### config.mk
export PLATFORM = sky130hd
export DESIGN_NAME = alu_arbiter
export DESIGN_NICKNAME = d
export VERILOG_FILES = /design/src/rtl/alu_arbiter.sv
export SDC_FILE = /design/constraint.sdc
export NUM_CORES = 1
export LEC_CHECK = 0
export ABC_AREA = 1
export CELL_PAD_IN_SITES_DETAIL_PLACEMENT = 1
export CELL_PAD_IN_SITES_GLOBAL_PLACEMENT = 1
export CORE_UTILIZATION = 25
export CTS_BUF_LIST = sky130_fd_sc_hd__clkbuf_2 sky130_fd_sc_hd__clkbuf_4 sky130_fd_sc_hd__clkbuf_8
export DETAILED_ROUTE_END_ITERATION = 7
export MAX_ROUTING_LAYER = met4
export PLACE_DENSITY = 0.75
export SYNTH_ARGS = -nofsm -noshare
export SYNTH_HDL_FRONTEND = slang
export SYNTH_SLANG_ARGS = --single-unit
export TNS_END_PERCENT = 100
### constraint.sdc
create_clock -name clk -period 2 [get_ports clk]
set_input_delay 0.2 -clock clk [delete_from_list [all_inputs] [get_ports clk]]
set_output_delay 0.2 -clock clk [all_outputs]
set_load 0.01 [all_outputs]
### src/rtl/alu_arbiter.sv
// alu_arbiter: two-port round-robin arbiter and sequencer for the shared ALU.
// A winning request's opcode and operands are registered and held on the
// combinational ALU for a fixed per-opcode number of cycles. The result is
// then returned with the requester ID over a valid/ready response channel.
// Only one operation is in flight at a time.

module alu_arbiter #(
  parameter int unsigned MULDIV_CYCLES = 3,   // EXEC cycles for mul/div, 1..15
  parameter int unsigned WIDTH         = 19   // must equal the ALU width
) (
  input  logic             clk,
  input  logic             rst,

  // Requester 0
  input  logic             req0_valid,
  output logic             req0_ready,
  input  logic [4:0]       req0_op,
  input  logic [WIDTH-1:0] req0_a,
  input  logic [WIDTH-1:0] req0_b,

  // Requester 1
  input  logic             req1_valid,
  output logic             req1_ready,
  input  logic [4:0]       req1_op,
  input  logic [WIDTH-1:0] req1_a,
  input  logic [WIDTH-1:0] req1_b,

  // Shared combinational ALU
  output logic [4:0]       alu_ctrl,
  output logic [WIDTH-1:0] alu_a,
  output logic [WIDTH-1:0] alu_b,
  input  logic [WIDTH-1:0] alu_result,

  // Response channel
  output logic             rsp_valid,
  input  logic             rsp_ready,
  output logic             rsp_id,
  output logic [WIDTH-1:0] rsp_result,
  output logic             rsp_err
);

  typedef enum logic [1:0] {
    S_IDLE = 2'd0,
    S_EXEC = 2'd1,
    S_RESP = 2'd2
  } state_e;

  localparam logic [4:0] OP_MUL     = 5'b00011;
  localparam logic [4:0] OP_DIV     = 5'b00100;
  localparam logic [3:0] MULDIV_CNT = 4'(MULDIV_CYCLES);

  // Mul/div get the long hold so they can be timed as multicycle paths.
  function automatic logic is_muldiv(input logic [4:0] op);
    return (op == OP_MUL) || (op == OP_DIV);
  endfunction

  // Legal set: 1..10, 15 and 16. Anything else still executes but is flagged.
  function automatic logic is_legal(input logic [4:0] op);
    return ((op >= 5'd1) && (op <= 5'd10)) || (op == 5'd15) || (op == 5'd16);
  endfunction

  state_e           state_q,      state_d;
  logic [3:0]       cnt_q,        cnt_d;
  logic             last_grant_q, last_grant_d;
  logic [4:0]       op_q,         op_d;
  logic [WIDTH-1:0] a_q,          a_d;
  logic [WIDTH-1:0] b_q,          b_d;
  logic             id_q,         id_d;
  logic [WIDTH-1:0] result_q,     result_d;
  logic             err_q,        err_d;

  logic             gnt0;
  logic             gnt1;

  // Round-robin grant: a lone requester wins, a tie goes to the one that was
  // not granted last. Nothing is granted outside IDLE or while in reset.
  always_comb begin
    gnt0 = 1'b0;
    gnt1 = 1'b0;
    if ((state_q == S_IDLE) && !rst) begin
      if (req0_valid && (!req1_valid || last_grant_q)) begin
        gnt0 = 1'b1;
      end else if (req1_valid) begin
        gnt1 = 1'b1;
      end
    end
  end

  assign req0_ready = gnt0;
  assign req1_ready = gnt1;

  // Next-state and datapath capture for the IDLE -> EXEC -> RESP sequence.
  // NOTE: every _d gets its hold value first, so no path through the case
  // leaves a signal unassigned and no latch is inferred.
  always_comb begin
    state_d      = state_q;
    cnt_d        = cnt_q;
    last_grant_d = last_grant_q;
    op_d         = op_q;
    a_d          = a_q;
    b_d          = b_q;
    id_d         = id_q;
    result_d     = result_q;
    err_d        = err_q;

    unique case (state_q)
      S_IDLE: begin
        if (gnt0 || gnt1) begin
          op_d         = gnt1 ? req1_op : req0_op;
          a_d          = gnt1 ? req1_a  : req0_a;
          b_d          = gnt1 ? req1_b  : req0_b;
          id_d         = gnt1;
          last_grant_d = gnt1;
          cnt_d        = is_muldiv(gnt1 ? req1_op : req0_op) ? MULDIV_CNT : 4'd1;
          state_d      = S_EXEC;
        end
      end

      S_EXEC: begin
        cnt_d = cnt_q - 4'd1;
        if (cnt_q == 4'd1) begin
          result_d = alu_result;
          err_d    = !is_legal(op_q);
          state_d  = S_RESP;
        end
      end

      S_RESP: begin
        if (rsp_ready) begin
          state_d = S_IDLE;
        end
      end

      default: begin
        state_d = S_IDLE;
      end
    endcase
  end

  // State and datapath registers; reset discards any in-flight operation.
  // NOTE: sequential state uses non-blocking assignments so every register
  // samples the pre-edge values regardless of evaluation order.
  always_ff @(posedge clk or posedge rst) begin
    if (rst) begin
      state_q      <= S_IDLE;
      cnt_q        <= 4'd0;
      last_grant_q <= 1'b1;
      op_q         <= 5'd0;
      a_q          <= '0;
      b_q          <= '0;
      id_q         <= 1'b0;
      result_q     <= '0;
      err_q        <= 1'b0;
    end else begin
      state_q      <= state_d;
      cnt_q        <= cnt_d;
      last_grant_q <= last_grant_d;
      op_q         <= op_d;
      a_q          <= a_d;
      b_q          <= b_d;
      id_q         <= id_d;
      result_q     <= result_d;
      err_q        <= err_d;
    end
  end

  // The ALU only sees the latched operation during EXEC; otherwise it idles
  // on opcode 0 with zero operands.
  always_comb begin
    alu_ctrl = 5'd0;
    alu_a    = '0;
    alu_b    = '0;
    if (state_q == S_EXEC) begin
      alu_ctrl = op_q;
      alu_a    = a_q;
      alu_b    = b_q;
    end
  end

  assign rsp_valid  = (state_q == S_RESP);
  assign rsp_id     = id_q;
  assign rsp_result = result_q;
  assign rsp_err    = err_q;

endmodule

# Yosys cells after proc, flatten, opt, wreduce, memory -nomap -nowiden
# Index checks and enable logic that the tools add are counted.
[totals]
register_bits = 71
input_bits = 110
output_inout_bits = 67
elab_cells = 57
[op_classes]
addsub = 1
magnitude_cmp = 2
eq_ne = 10
n_mux = 18
reduce_logical = 17
[ops]
columns = ["op", "n"]
rows = [
  ["2-to-1 mux 19 bit", 4],
  ["2-to-1 mux 5 bit", 2],
  ["2-to-1 mux 2 bit", 4],
  ["case mux 4 bit (2 select lines)", 1],
  ["case mux 2 bit (3 select lines)", 1],
  ["AND reduction 2 bit", 3],
  ["== test 5 x 2 -> 1 bit, second input constant", 1],
  ["== test 5 x 3 -> 1 bit, second input constant", 1],
  ["== test 5 x 4 -> 1 bit, second input constant", 1],
  ["== test 5 bit, second input constant", 1],
  [">= comparator 5 x 1 -> 1 bit, second input constant", 1],
  ["less-or-equal comparator 5 x 4 -> 1 bit, second input constant", 1],
  ["logical OR 1 bit", 5],
  ["2-to-1 mux 1 bit", 5],
  ["== test 4 x 1 -> 1 bit, second input constant", 1],
  ["2-to-1 mux 4 bit", 1],
  ["inequality test 2 x 1 -> 1 bit, second input constant", 2],
  ["subtractor 4 x 1 -> 4 bit, second input constant", 1],
  ["logical AND 1 bit", 3],
  ["logical NOT 1 bit", 3],
  ["AND reduction 3 bit", 1],
  ["== test 2 x 1 -> 1 bit, second input constant", 1],
  ["== test 2 bit, second input constant", 1],
  ["logical NOT 2 bit", 1],
  ["2 further kinds", 2],
]

# Longest topological paths before layout
# Gate-level depths: netlist of run 1.
[depth]
depth_word = 11
mapped_depth = 11
mapped_depth_nobuf = 10

# Worst setup path after synthesis of run 1
# OpenSTA, ideal clock, no wires.
[synth_path]
path_type = "reg2out"
startpoint = "register state_q[0]"
endpoint = "output alu_a[10]"
arrival_ns = 1.148
t_required_ns = 1.800
path_slack_ns = 0.652
stages_incl_launch_ff = 7
path_cell_list = "dfrtp_1 inv_2 nor2_2 inv_1 buf_2 buf_1 nor2_1"
[synth_via]
elab_chain_cells = 2
[synth_lines]
columns = ["item", "line", "source"]
rows = [
  ["start: declaration", "62", "state_e state_q, state_d;"],
  ["start signal: assignment", "155", "state_q <= state_d;"],
  ["== test 2 x 1 -> 1 bit", "173", "if (state_q == S_EXEC) begin"],
  ["2-to-1 mux 19 bit", "173", ""],
  ["end: declaration", "30", "output logic [WIDTH-1:0] alu_a,"],
]
# Every way passes these cells.

# Final worst setup path of run 1
[layout_path]
startpoint = "register state_q[0]"
endpoint = "output alu_b[7]"
[layout_via]
elab_chain_cells = 2
[layout_lines]
columns = ["item", "line", "source"]
rows = [
  ["== test 2 x 1 -> 1 bit", "173", ""],
  ["2-to-1 mux 19 bit", "173", ""],
  ["end: declaration", "31", "output logic [WIDTH-1:0] alu_b,"],
]
# Every way passes these cells.

==> impl_metrics.prom, run 1 <==
# TYPE chip_impl_metric gauge
chip_impl_info{name="status",value="complete, no violations"} 1
chip_impl_metric{name="timing.critical_path.slowest_cell_delay",unit="ns"} 0.38
chip_impl_metric{name="areaGrowthSynthToFinish",unit="%"} 56.91
chip_impl_metric{name="vdd_ir_drop_max",unit="V"} 0.0006364
chip_impl_metric{name="htree_num_levels",unit=""} 3
chip_impl_metric{name="placement.cell_area",unit="sq um"} 5710
chip_impl_metric{name="net_count_of_the_mapped_netlist",unit=""} 564
chip_impl_metric{name="drv.max_cap_violation_count",unit=""} 0
chip_impl_metric{name="core_utilization_of_the_finished_layout",unit="%"} 40.22
chip_impl_metric{name="postSynthAreaPerCell",unit="sq um"} 8.274
chip_impl_metric{name="report.final.hold_viol_count",unit=""} 0
chip_impl_metric{name="max_clock_freq",unit="MHz"} 540.6
chip_impl_metric{name="mappedNetlistArea",unit="sq um"} 3740
chip_impl_metric{name="port_buffers",unit=""} 176
chip_impl_info{name="worstSetupStartpointType",value="flip-flop"} 1
chip_impl_metric{name="cellLeakagePower",unit="nW"} 2.864
chip_impl_info{name="clk_root_buffer_cell",value="clkbuf_8"} 1
chip_impl_metric{name="grt_antenna_before_repair",unit=""} 0
chip_impl_metric{name="setup-violations-final",unit=""} 0
chip_impl_metric{name="final_net_count",unit=""} 737
chip_impl_metric{name="non_filler_cells_in_the_finished_layout",unit=""} 813
chip_impl_metric{name="drt-total-wl",unit="um"} 11780
chip_impl_metric{name="timing.max_slew.rel_slack",unit="%"} 57.54
chip_impl_info{name="crit_type",value="flip-flop to output port"} 1
chip_impl_metric{name="worst-slew-pin-transition",unit="ns"} 0.6361
chip_impl_metric{name="globalplace.congestion",unit=""} 0.7734
chip_impl_metric{name="antenna_cells_inserted",unit=""} 0
chip_impl_metric{name="grt_pass1_wl",unit="um"} 19840
chip_impl_metric{name="power.total",unit="mW"} 8.043
chip_impl_metric{name="post_cts_setup_repair_buffer_count",unit=""} 0
chip_impl_info{name="tritoncts_clock_tree",value="done"} 1
chip_impl_metric{name="drt-initial-drc-count",unit=""} 69
chip_impl_metric{name="fp.dieArea",unit="sq um"} 15450
chip_impl_metric{name="worstPathRequired",unit="ns"} 1.80
chip_impl_metric{name="detail-route-antenna-nets",unit=""} 0
chip_impl_metric{name="slew_viols_final",unit=""} 0
chip_impl_metric{name="start_util",unit="%"} 25.63
chip_impl_metric{name="placed_cells_incl_taps",unit=""} 798
chip_impl_metric{name="post_drt_wl_per_cell",unit="um"} 14.49
chip_impl_metric{name="first_global_vias",unit=""} 3942
chip_impl_metric{name="final.setup_skew",unit="ns"} 0.007665
chip_impl_metric{name="core.rowCount",unit=""} 44
chip_impl_metric{name="setup_total_negative_slack",unit="ns"} 0
chip_impl_metric{name="clkLatencyLatePin",unit="ns"} 0.35
chip_impl_metric{name="synth_seq_area_share",unit="%"} 47.54
chip_impl_metric{name="critPathMaxFanout",unit=""} 34
chip_impl_metric{name="ctsLongestPathBuffers",unit=""} 2
chip_impl_metric{name="ys_ff_latch",unit=""} 71
chip_impl_metric{name="placeable_core_region",unit="sq um"} 14590
chip_impl_metric{name="chip_width",unit="um"} 124.3
chip_impl_metric{name="drt_pass1_iterations",unit=""} 4
chip_impl_metric{name="yosys.cell_types.count",unit=""} 31
chip_impl_info{name="hold_class",value="input port to asynchronous set/reset pin"} 1
chip_impl_metric{name="cts_hold_repair.buffers",unit=""} 0
chip_impl_metric{name="clock_sink_count",unit=""} 71
chip_impl_metric{name="num_vias",unit=""} 3641
chip_impl_metric{name="grt_max_degree",unit=""} 72
chip_impl_metric{name="layout_worst_path_cycle_share",unit="%"} 92.50
chip_impl_info{name="critical_path.endpoint_type",value="output port"} 1
chip_impl_metric{name="syn-instance-count",unit=""} 452
chip_impl_metric{name="globalRoute.totalOverflow",unit=""} 0
chip_impl_metric{name="clock_input_transition_at_the_sequential_cells_of_the_worst_setup_and_hold_paths",unit="ns"} 0.08
chip_impl_metric{name="dp.final_hpwl",unit="um"} 8875
chip_impl_metric{name="remaining_drc_errors",unit=""} 0
chip_impl_metric{name="critPathArrivalTime",unit="ns"} 1.65
chip_impl_metric{name="finalCriticalPeriod",unit="ns"} 1.850
chip_impl_metric{name="globalRouteTotalUtil",unit="%"} 16.41
chip_impl_metric{name="tritoncts_buffer_count",unit=""} 9
chip_impl_metric{name="worstPathBufferInverterCount",unit=""} 4
chip_impl_info{name="crit_family",value="buffers and inverters"} 1
chip_impl_metric{name="synthesis.yosys.warnings",unit=""} 0
chip_impl_metric{name="boundaryPins",unit=""} 177
chip_impl_info{name="worstPathCellList",value="inv_2 -> nor2_2 -> clkinv_1 -> buf_12 -> nor2_1 -> dlygate4sd2_1"} 1
chip_impl_metric{name="viasPerCell",unit=""} 4.478
chip_impl_metric{name="drive_gt1_share",unit="%"} 11.29
chip_impl_metric{name="postLayoutCellArea",unit="sq um"} 5868
chip_impl_info{name="grt_setup_unrepaired",value="false"} 1
chip_impl_metric{name="die_height",unit="um"} 124.3
chip_impl_info{name="critical_path.slowest_cell",value="dfrtp_1"} 1
chip_impl_metric{name="power_density",unit="nW/um^2"} 1371
## through the flow
stage | setup slack (ns) | hold slack, ns
after floorplan | 0.005088 | 0.2863
after global placement | 0.1775 | 0.4552
after detailed placement | 0.08284 | 0.4600
after CTS | 0.02896 | 0.3873
after global routing | 0.002692 | 0.3952
final | 0.1501 | 0.4065
## area by class of cell
| type | instances | area (sq um) |
|---|---|---|
| flip-flops and latches | 71 | 1778 |
| inverters | 60 | 225.2 |
| multi-input cells | 294 | 1568 |
| well taps | 184 | 230.2 |
| repair buffers | 189 | 1857 |
| clock buffers | 9 | 123.9 |
| fillers | 1745 | 8721 |
| clock inverters | 6 | 86.33 |
## registers in the layout, summed over array words and instances, names as in the netlist
name	count
rsp_id	1
last_grant_q	1
rsp_result	19
b_q	19
state_q	2
cnt_q	4
a_q	19
op_q	5
rsp_err	1
## cell families (layout without fill, tap and decap cells)
kind of cell | after synthesis | in the layout | share of synthesized area (%)
AND/OR/NAND/NOR | 199 | 199 | 21.61
AO/OA/AOI/OAI | 91 | 91 | 19.00
buffers and inverters | 87 | 264 | 10.67
flip-flops | 71 | 71 | 47.54
adder cells (fa/ha/maj) | 2 | 2 | 0.6690
XOR/XNOR | 1 | 1 | 0.2342
multiplexers | 1 | 1 | 0.2677
## repair_timing
item,4_1_cts,5_1_grt
endpoints found under the setup margin,44,1
pin swaps,1,0
resized for setup,44,1
## path summary, 6_finish.rpt
check / from / to / slack, ns / cells after the start
max: state_q[0] / alu_b[7] / 0.15 / 6
min: rst / b_q[0] / 0.41 / 3
max reg2reg: state_q[0] / state_q[1] / 0.31 / 7
min reg2reg: rsp_result[14] / rsp_result[14] / 0.48 / 2
max in group asynchronous: rst / rsp_result[8] / 1.27 / 3
min in group clk: alu_result[2] / rsp_result[2] / 0.41 / 3
## per-layer routing
metal  track usage [%]  vias up  routed length [um]
met1             20.11     1734                5278
met5                 -        -                   0
met3             3.909       18                 634
li1                  -     1775                   -
met4             5.032        0                 184
met2             26.68      114                5681
## Yosys cell counts
| cell | n | share of area [%] |
|---|---|---|
| o31ai_1 | 1 | 0.20 |
| dfstp_2 | 1 | 0.70 |
| nand2_4 | 2 | 0.60 |
| nand3b_1 | 2 | 0.40 |
| o21ai_0 | 16 | 2.1 |
| o22ai_1 | 8 | 1.3 |
| a31oi_1 | 1 | 0.17 |
| buf_4 | 5 | 1.0 |
| clkbuf_1 | 1 | 0.10 |
| nor2_2 | 1 | 0.17 |
| buf_6 | 5 | 1.5 |
| nor2_1 | 89 | 8.9 |
| o22ai_2 | 30 | 10 |
| buf_1 | 3 | 0.30 |
| inv_1 | 55 | 5.5 |
| dfrtp_1 | 70 | 47 |
| inv_2 | 5 | 0.50 |
| a21boi_1 | 1 | 0.20 |
| ha_1 | 2 | 0.67 |
| buf_2 | 13 | 1.7 |
| mux2i_1 | 1 | 0.27 |
| o21a_1 | 1 | 0.20 |
| a21oi_1 | 1 | 0.13 |
| nand3_1 | 12 | 1.6 |
| nand2_2 | 1 | 0.17 |
| xor2_1 | 1 | 0.23 |
| nand4_1 | 1 | 0.17 |
| o21ai_1 | 31 | 4.1 |
| nand2_1 | 90 | 9.0 |
| a21oi_4 | 1 | 0.44 |
| nor2_8 | 1 | 0.54 |
## cell usage in the layout, fill, tap and decap left out, types with 2 or more instances in the layout
| cell | synthesis | layout |
|---|---|---|
| nand2_4 | 2 | 3 |
| clkbuf_8 | 0 | 9 |
| clkdlybuf4s50_1 | 0 | 131 |
| buf_12 | 0 | 4 |
| nand3b_1 | 2 | 2 |
| bufinv_16 | 0 | 2 |
| inv_2 | 5 | 6 |
| o22ai_2 | 30 | 30 |
| o21ai_0 | 16 | 16 |
| ha_1 | 2 | 2 |
| nand3_1 | 12 | 12 |
| dfrtp_1 | 70 | 70 |
| dlygate4sd2_1 | 0 | 44 |
| o22ai_1 | 8 | 8 |
| inv_1 | 55 | 53 |
| clkinv_2 | 0 | 2 |
| o21ai_1 | 31 | 31 |
| nor2_1 | 89 | 89 |
| buf_4 | 5 | 9 |
| nand2_1 | 90 | 90 |
## worst register-to-register path, stage by stage (launching register included)
cell      delay, ns
dfrtp_1        0.40
inv_2          0.09
nor2_2         0.05
clkinv_1       0.08
buf_12         0.20
nor2_1         0.08
inv_1          0.47
o31ai_1        0.17
## power by group
| group | internal (mW) | switching [mW] | leakage, nW |
|---|---|---|---|
| clock network | 0.693 | 0.549 | 0.105 |
| registers | 2.16 | 0.307 | 0.866 |
| logic | 2.00 | 2.34 | 1.89 |
| total | 4.85 | 3.19 | 2.86 |
No activity file was read; power rests on OpenSTA's default activity.
==> run 2, diff against run 1 <==
Settings changed: RECOVER_POWER set to 50.
==> run 2 against run 1 <==
Compared with the run above:
- count of clock-buffer cells in the layout stayed put
- sequential power hardly changed
- critical path depth stayed put
- die area stayed put
- sequential share of layout area is 0.12 points higher
- critical path type unchanged
- highest routed layer unchanged
- first-iteration DRC count is 25% higher
==> impl_metrics.prom, run 2 (same netlist as run 1, synthesis figures left out) <==
# TYPE chip_impl_metric gauge
chip_impl_metric{name="reg2regPathDepth",unit=""} 8
chip_impl_metric{name="layout.area.seq",unit="sq um"} 1778
chip_impl_metric{name="chip_width",unit="um"} 124.3
chip_impl_metric{name="vdd_ir_drop_max",unit="V"} 0.0006351
chip_impl_metric{name="multiInputGateArea",unit="sq um"} 1560
chip_impl_metric{name="cellLeakagePower",unit="nW"} 2.873
chip_impl_metric{name="drv.max_cap_violation_count",unit=""} 0
chip_impl_metric{name="finalCriticalPeriod",unit="ns"} 1.852
chip_impl_info{name="status",value="complete, no violations"} 1
chip_impl_info{name="grt_setup_unrepaired",value="false"} 1
chip_impl_metric{name="globalplace.congestion",unit=""} 0.7734
chip_impl_metric{name="critPathMaxFanout",unit=""} 34
chip_impl_info{name="worstSetupStartpointType",value="flip-flop"} 1
chip_impl_metric{name="final.setup_skew",unit="ns"} 0.007722
chip_impl_metric{name="areaGrowthSynthToFinish",unit="%"} 56.31
chip_impl_info{name="mostFrequentLayoutCell",value="clkdlybuf4s50_1"} 1
chip_impl_metric{name="setup_total_negative_slack",unit="ns"} 0
chip_impl_info{name="critical_path.slowest_cell",value="dfrtp_1"} 1
chip_impl_metric{name="port_buffers",unit=""} 176
chip_impl_metric{name="drt_pass1_iterations",unit=""} 4
chip_impl_metric{name="power.total",unit="mW"} 7.936
chip_impl_info{name="hold_class",value="input port to flip-flop"} 1
chip_impl_info{name="tritoncts_clock_tree",value="done"} 1
chip_impl_metric{name="core.rowCount",unit=""} 44
chip_impl_info{name="worstReg2RegEnd",value="op_q[2]"} 1
chip_impl_metric{name="grt_max_degree",unit=""} 72
chip_impl_metric{name="post_drt_wl_per_cell",unit="um"} 14.51
chip_impl_metric{name="grt_pass1_wl",unit="um"} 19840
chip_impl_metric{name="nFillCells",unit=""} 1745
chip_impl_metric{name="globalRouteTotalUtil",unit="%"} 16.41
chip_impl_metric{name="remaining_drc_errors",unit=""} 0
chip_impl_metric{name="worstPathRequired",unit="ns"} 1.80
chip_impl_metric{name="slew_viols_final",unit=""} 0
chip_impl_metric{name="clkLatencyLatePin",unit="ns"} 0.35
chip_impl_metric{name="viasPerCell",unit=""} 4.497
chip_impl_metric{name="boundaryPins",unit=""} 177
chip_impl_info{name="hold_path_startpoint",value="alu_result[2]"} 1
chip_impl_metric{name="layout_worst_path_cycle_share",unit="%"} 92.61
chip_impl_metric{name="drt-total-wl",unit="um"} 11800
chip_impl_metric{name="report.final.hold_viol_count",unit=""} 0
chip_impl_metric{name="placeable_core_region",unit="sq um"} 14590
chip_impl_metric{name="drive_gt1_share",unit="%"} 10.65
chip_impl_metric{name="die_height",unit="um"} 124.3
chip_impl_metric{name="non_filler_cells_in_the_finished_layout",unit=""} 813
chip_impl_metric{name="globalRoute.totalOverflow",unit=""} 0
chip_impl_metric{name="first_global_vias",unit=""} 3942
chip_impl_metric{name="tritoncts_buffer_count",unit=""} 9
chip_impl_metric{name="clock_sink_count",unit=""} 71
chip_impl_metric{name="min_delay_path_depth",unit=""} 3
chip_impl_metric{name="final_net_count",unit=""} 737
chip_impl_metric{name="critPathArrivalTime",unit="ns"} 1.65
chip_impl_info{name="clk_root_buffer_cell",value="clkbuf_8"} 1
chip_impl_metric{name="dp.final_hpwl",unit="um"} 8875
chip_impl_metric{name="timing.critical_path.slowest_cell_delay",unit="ns"} 0.38
chip_impl_info{name="worstPathCellList",value="inv_2 -> nor2_2 -> clkinv_1 -> buf_12 -> nor2_1 -> dlygate4sd2_1"} 1
chip_impl_metric{name="worst-slew-pin-transition",unit="ns"} 0.9800
chip_impl_metric{name="timing.max_slew.rel_slack",unit="%"} 34.67
chip_impl_metric{name="power_density",unit="nW/um^2"} 1358
chip_impl_info{name="holdPathEnd",value="rsp_result[2]"} 1
chip_impl_metric{name="htree_num_levels",unit=""} 3
chip_impl_metric{name="setup-violations-final",unit=""} 0
chip_impl_metric{name="antenna_cells_inserted",unit=""} 0
chip_impl_metric{name="grt_antenna_before_repair",unit=""} 0
chip_impl_info{name="layout.cells.most_common_list",value="clkdlybuf4s50_1, nand2_1, nor2_1, dfrtp_1, inv_1"} 1
chip_impl_metric{name="ctsLongestPathBuffers",unit=""} 2
chip_impl_metric{name="drt-initial-drc-count",unit=""} 86
chip_impl_info{name="crit_type",value="flip-flop to output port"} 1
chip_impl_info{name="critical_path.endpoint_type",value="output port"} 1
chip_impl_metric{name="num_vias",unit=""} 3656
chip_impl_metric{name="placed_cells_incl_taps",unit=""} 798
chip_impl_metric{name="core_utilization_of_the_finished_layout",unit="%"} 40.07
chip_impl_metric{name="fp.dieArea",unit="sq um"} 15450
chip_impl_info{name="crit-reg2reg-launch",value="last_grant_q"} 1
chip_impl_metric{name="max_clock_freq",unit="MHz"} 539.9
chip_impl_metric{name="start_util",unit="%"} 25.63
chip_impl_metric{name="clock_input_transition_at_the_sequential_cells_of_the_worst_setup_and_hold_paths",unit="ns"} 0.07
chip_impl_metric{name="detail-route-antenna-nets",unit=""} 0
chip_impl_metric{name="reg2reg_slack",unit="ns"} 0.17
[run 2: worst max-delay path by stage]
stage / start / endpoint / slack (ns) / cells after the start
after floorplan: rst / a_q[0] / 0.005 / 1
after global placement: rst / req0_ready / 0.18 / 5
after detailed placement: req0_valid / req0_ready / 0.08 / 5
after CTS: state_q[1] / req1_ready / 0.03 / 6
after global routing: state_q[0] / alu_b[6] / 0.003 / 6
final: state_q[0] / alu_b[7] / 0.15 / 6
[run 2: final cells by class]
class	instances	area share (%)
clock buffers	9	2.119
multi-input cells	294	26.69
well taps	184	3.938
flip-flops and latches	71	30.42
inverters	60	3.853
clock inverters	6	1.477
repair buffers	189	31.51
[run 2: stage by stage]
| step | worst slack, ns | cell area [sq um] | hold WS [ns] |
|---|---|---|---|
| after detailed placement | 0.08284 | 5710 | 0.4600 |
| final | 0.1479 | 5846 | 0.4069 |
| after global placement | 0.1775 | 5710 | 0.4552 |
| after CTS | 0.02896 | 5866 | 0.3873 |
| after global routing | 0.002692 | 5846 | 0.3952 |
| after floorplan | 0.005088 | 3740 | 0.2863 |
[run 2: where the power goes]
part | total (mW) | internal [mW] | switching [mW]
sequential | 2.45 | 2.15 | 0.298
combinational | 4.24 | 1.92 | 2.33
clock | 1.24 | 0.693 | 0.549
[run 2: layer usage]
metal	track usage (%)	wire, um
met1	20.11	5272
met2	26.68	5694
met3	3.909	647
met4	5.032	184
met5	-	0
[run 2: critical path, delay by kind of cell, from the launching register on]
family / cells / cell delay [ns]
buf+inv: 4 / 0.69
flops: 1 / 0.38
simple gates: 2 / 0.24
[run 2: what timing repair did]
item,in CTS,in global routing
cloned,0,0
gates resized for setup,44,1
setup endpoints to repair,44,1
hold buffers,0,0
pin swaps,1,0
buffers inserted,0,0
==> RTL edit, RTL diff (flow settings as in run 2) <==
Re-encode `state_e` (3 states) as one-hot, 3 bits wide.
--- a/src/rtl/alu_arbiter.sv
+++ b/src/rtl/alu_arbiter.sv
@@ -40,8 +40,8 @@
 );
 
-  typedef enum logic [1:0] {
-    S_IDLE = 2'd0,
-    S_EXEC = 2'd1,
-    S_RESP = 2'd2
+  typedef enum logic [2:0] {
+    S_IDLE = 3'b001,
+    S_EXEC = 3'b010,
+    S_RESP = 3'b100
   } state_e;
 
Behaviour: same outputs for any inputs over 10 cycles, from zero or initial values and one cycle with rst high; not proved beyond that.
==> RTL edit against run 2 <==
- core utilization grew 0.37 points
- via count grew 5.3%
- sequential cell count grew 1
- final area grew 0.15%
- worst setup slack lost 0.089 ns
- clock power shrank 4%
- synthesized area shrank 0.87%
- count of clock-buffer cells in the layout is the same
- maximum frequency shrank 4.6%
- combinational power shrank 24%
- routed wire length grew 3.1%
- power shrank 12%
==> RTL edit: results (changes against run 2) <==
- Reg2reg start: state_q[0]$_DFFE_PP1P_
* Dominant cells by area after synthesis: sky130_fd_sc_hd__dfrtp_1 47%, sky130_fd_sc_hd__nand2_1 17%, sky130_fd_sc_hd__nor2_1 9.0%
* Cell with the largest stage delay on the worst path: sky130_fd_sc_hd__clkdlybuf4s50_1
- Netlist cell types: 29 (-6.5%)
* Via-per-instance ratio: 4.45 (-1.1%)
- After synthesis, the most frequently instantiated cells are 168 x sky130_fd_sc_hd__nand2_1, 89 x sky130_fd_sc_hd__nor2_1, 70 x sky130_fd_sc_hd__dfrtp_1, 60 x sky130_fd_sc_hd__inv_1, 40 x sky130_fd_sc_hd__a31oi_1.
- Detailed Place HPWL: 8.90 mm (+0.23%)
* P_comb: 3.21 mW (-24%)
- The routed length per placed instance was 14.0 um (-3.2%).
* First-pass GRT wire length: 19.2 mm (-3.0%)
- Startpoint of the worst setup timing path: state_q[1]$_DFFE_PP0P_
- GRT Util Overall: 0.167 (+0.00271)
* Worst hold slack: 0.383 ns (-0.0235 ns)
* Worst Hold Endpoint: rsp_result[7]$_DFFE_PP0P_
- The flow ran to the end, and the final reports show no timing, DRC or antenna violations.
- The filler cell count in the final layout was 1759 (+0.80%).
- The largest fanout of any net on the critical path came to 2 (-94%).
- Detailed-route wire length on metal 1: 5.36 mm (+1.6%)
- The routing usage on met2 was 0.283 (+0.0158).
* Net count, final: 789 (+7.1%)
- Static Leakage: 2.99 nW (+4.1%)
* Detailed-routed wire length on met2: 6.10 mm (+7.1%)
* CP max stage delay: 0.59 ns (+0.21 ns)
* Hold path startpoint: alu_result[7]
- The largest net degree at the start of global routing was 73 (+1.4%).
- Capturing element of the worst setup path: rsp_valid
- The share of cells above drive strength 1 was 0.0836 (-0.0229).
* Count of buffers added by post-CTS timing repair for setup: 3 (+3)
- The post-placement cell area is 0.00568 mm2 (-0.61%).
- GR met1 Demand/Resource: 0.205 (+0.00357)
- The worst-case clock skew was 0.00814 ns (+0.000413 ns).
- The total nets after synthesis was 612 (+8.5%).
* IR Drop Worst-Case VDD: 0.408 mV (-36%)
* Number of global-route vias before repair: 4006 (+1.6%)
- The global-route track usage on met3 is 0.0256 (-0.0134).
- The data arrival time at the worst-slack endpoint is 1.74 ns (+0.09 ns).
* Routability congestion estimate from global placement: 0.801 (+3.5%)
-- RTL edit: kinds of logic after synthesis --
family                     share of synthesized area
buffers and inverters                          0.110
and+or+nand+nor                                0.295
DFF                                            0.487
adders and majority gates                    0.00675
AOI/OAI and AO/OA                             0.0986
xor gates and xnor gates                     0.00236
-- RTL edit: stage by stage --
step,utilization,worst slack (ns),std cells,setup TNS [ns],power (mW)
4_1_cts,0.404,-0.186,864,-0.186,7.09
2_1_floorplan,-,-0.0606,500,-1.69,4.43
6_report,0.404,0.0588,866,0,7.00
3_3_place_gp,0.392,0.114,845,0,5.77
5_1_grt,0.404,-0.0119,866,-0.0983,7.61
3_5_place_dp,0.392,0.0845,845,0,5.94
-- RTL edit: final cells by class --
cell class,instances,area share
tap,184,0.0393
multi-input combinational,338,0.258
clock inverter,7,0.0135
timing repair buffer,193,0.318
inverter,63,0.0412
sequential,72,0.308
clock buffer,9,0.0212
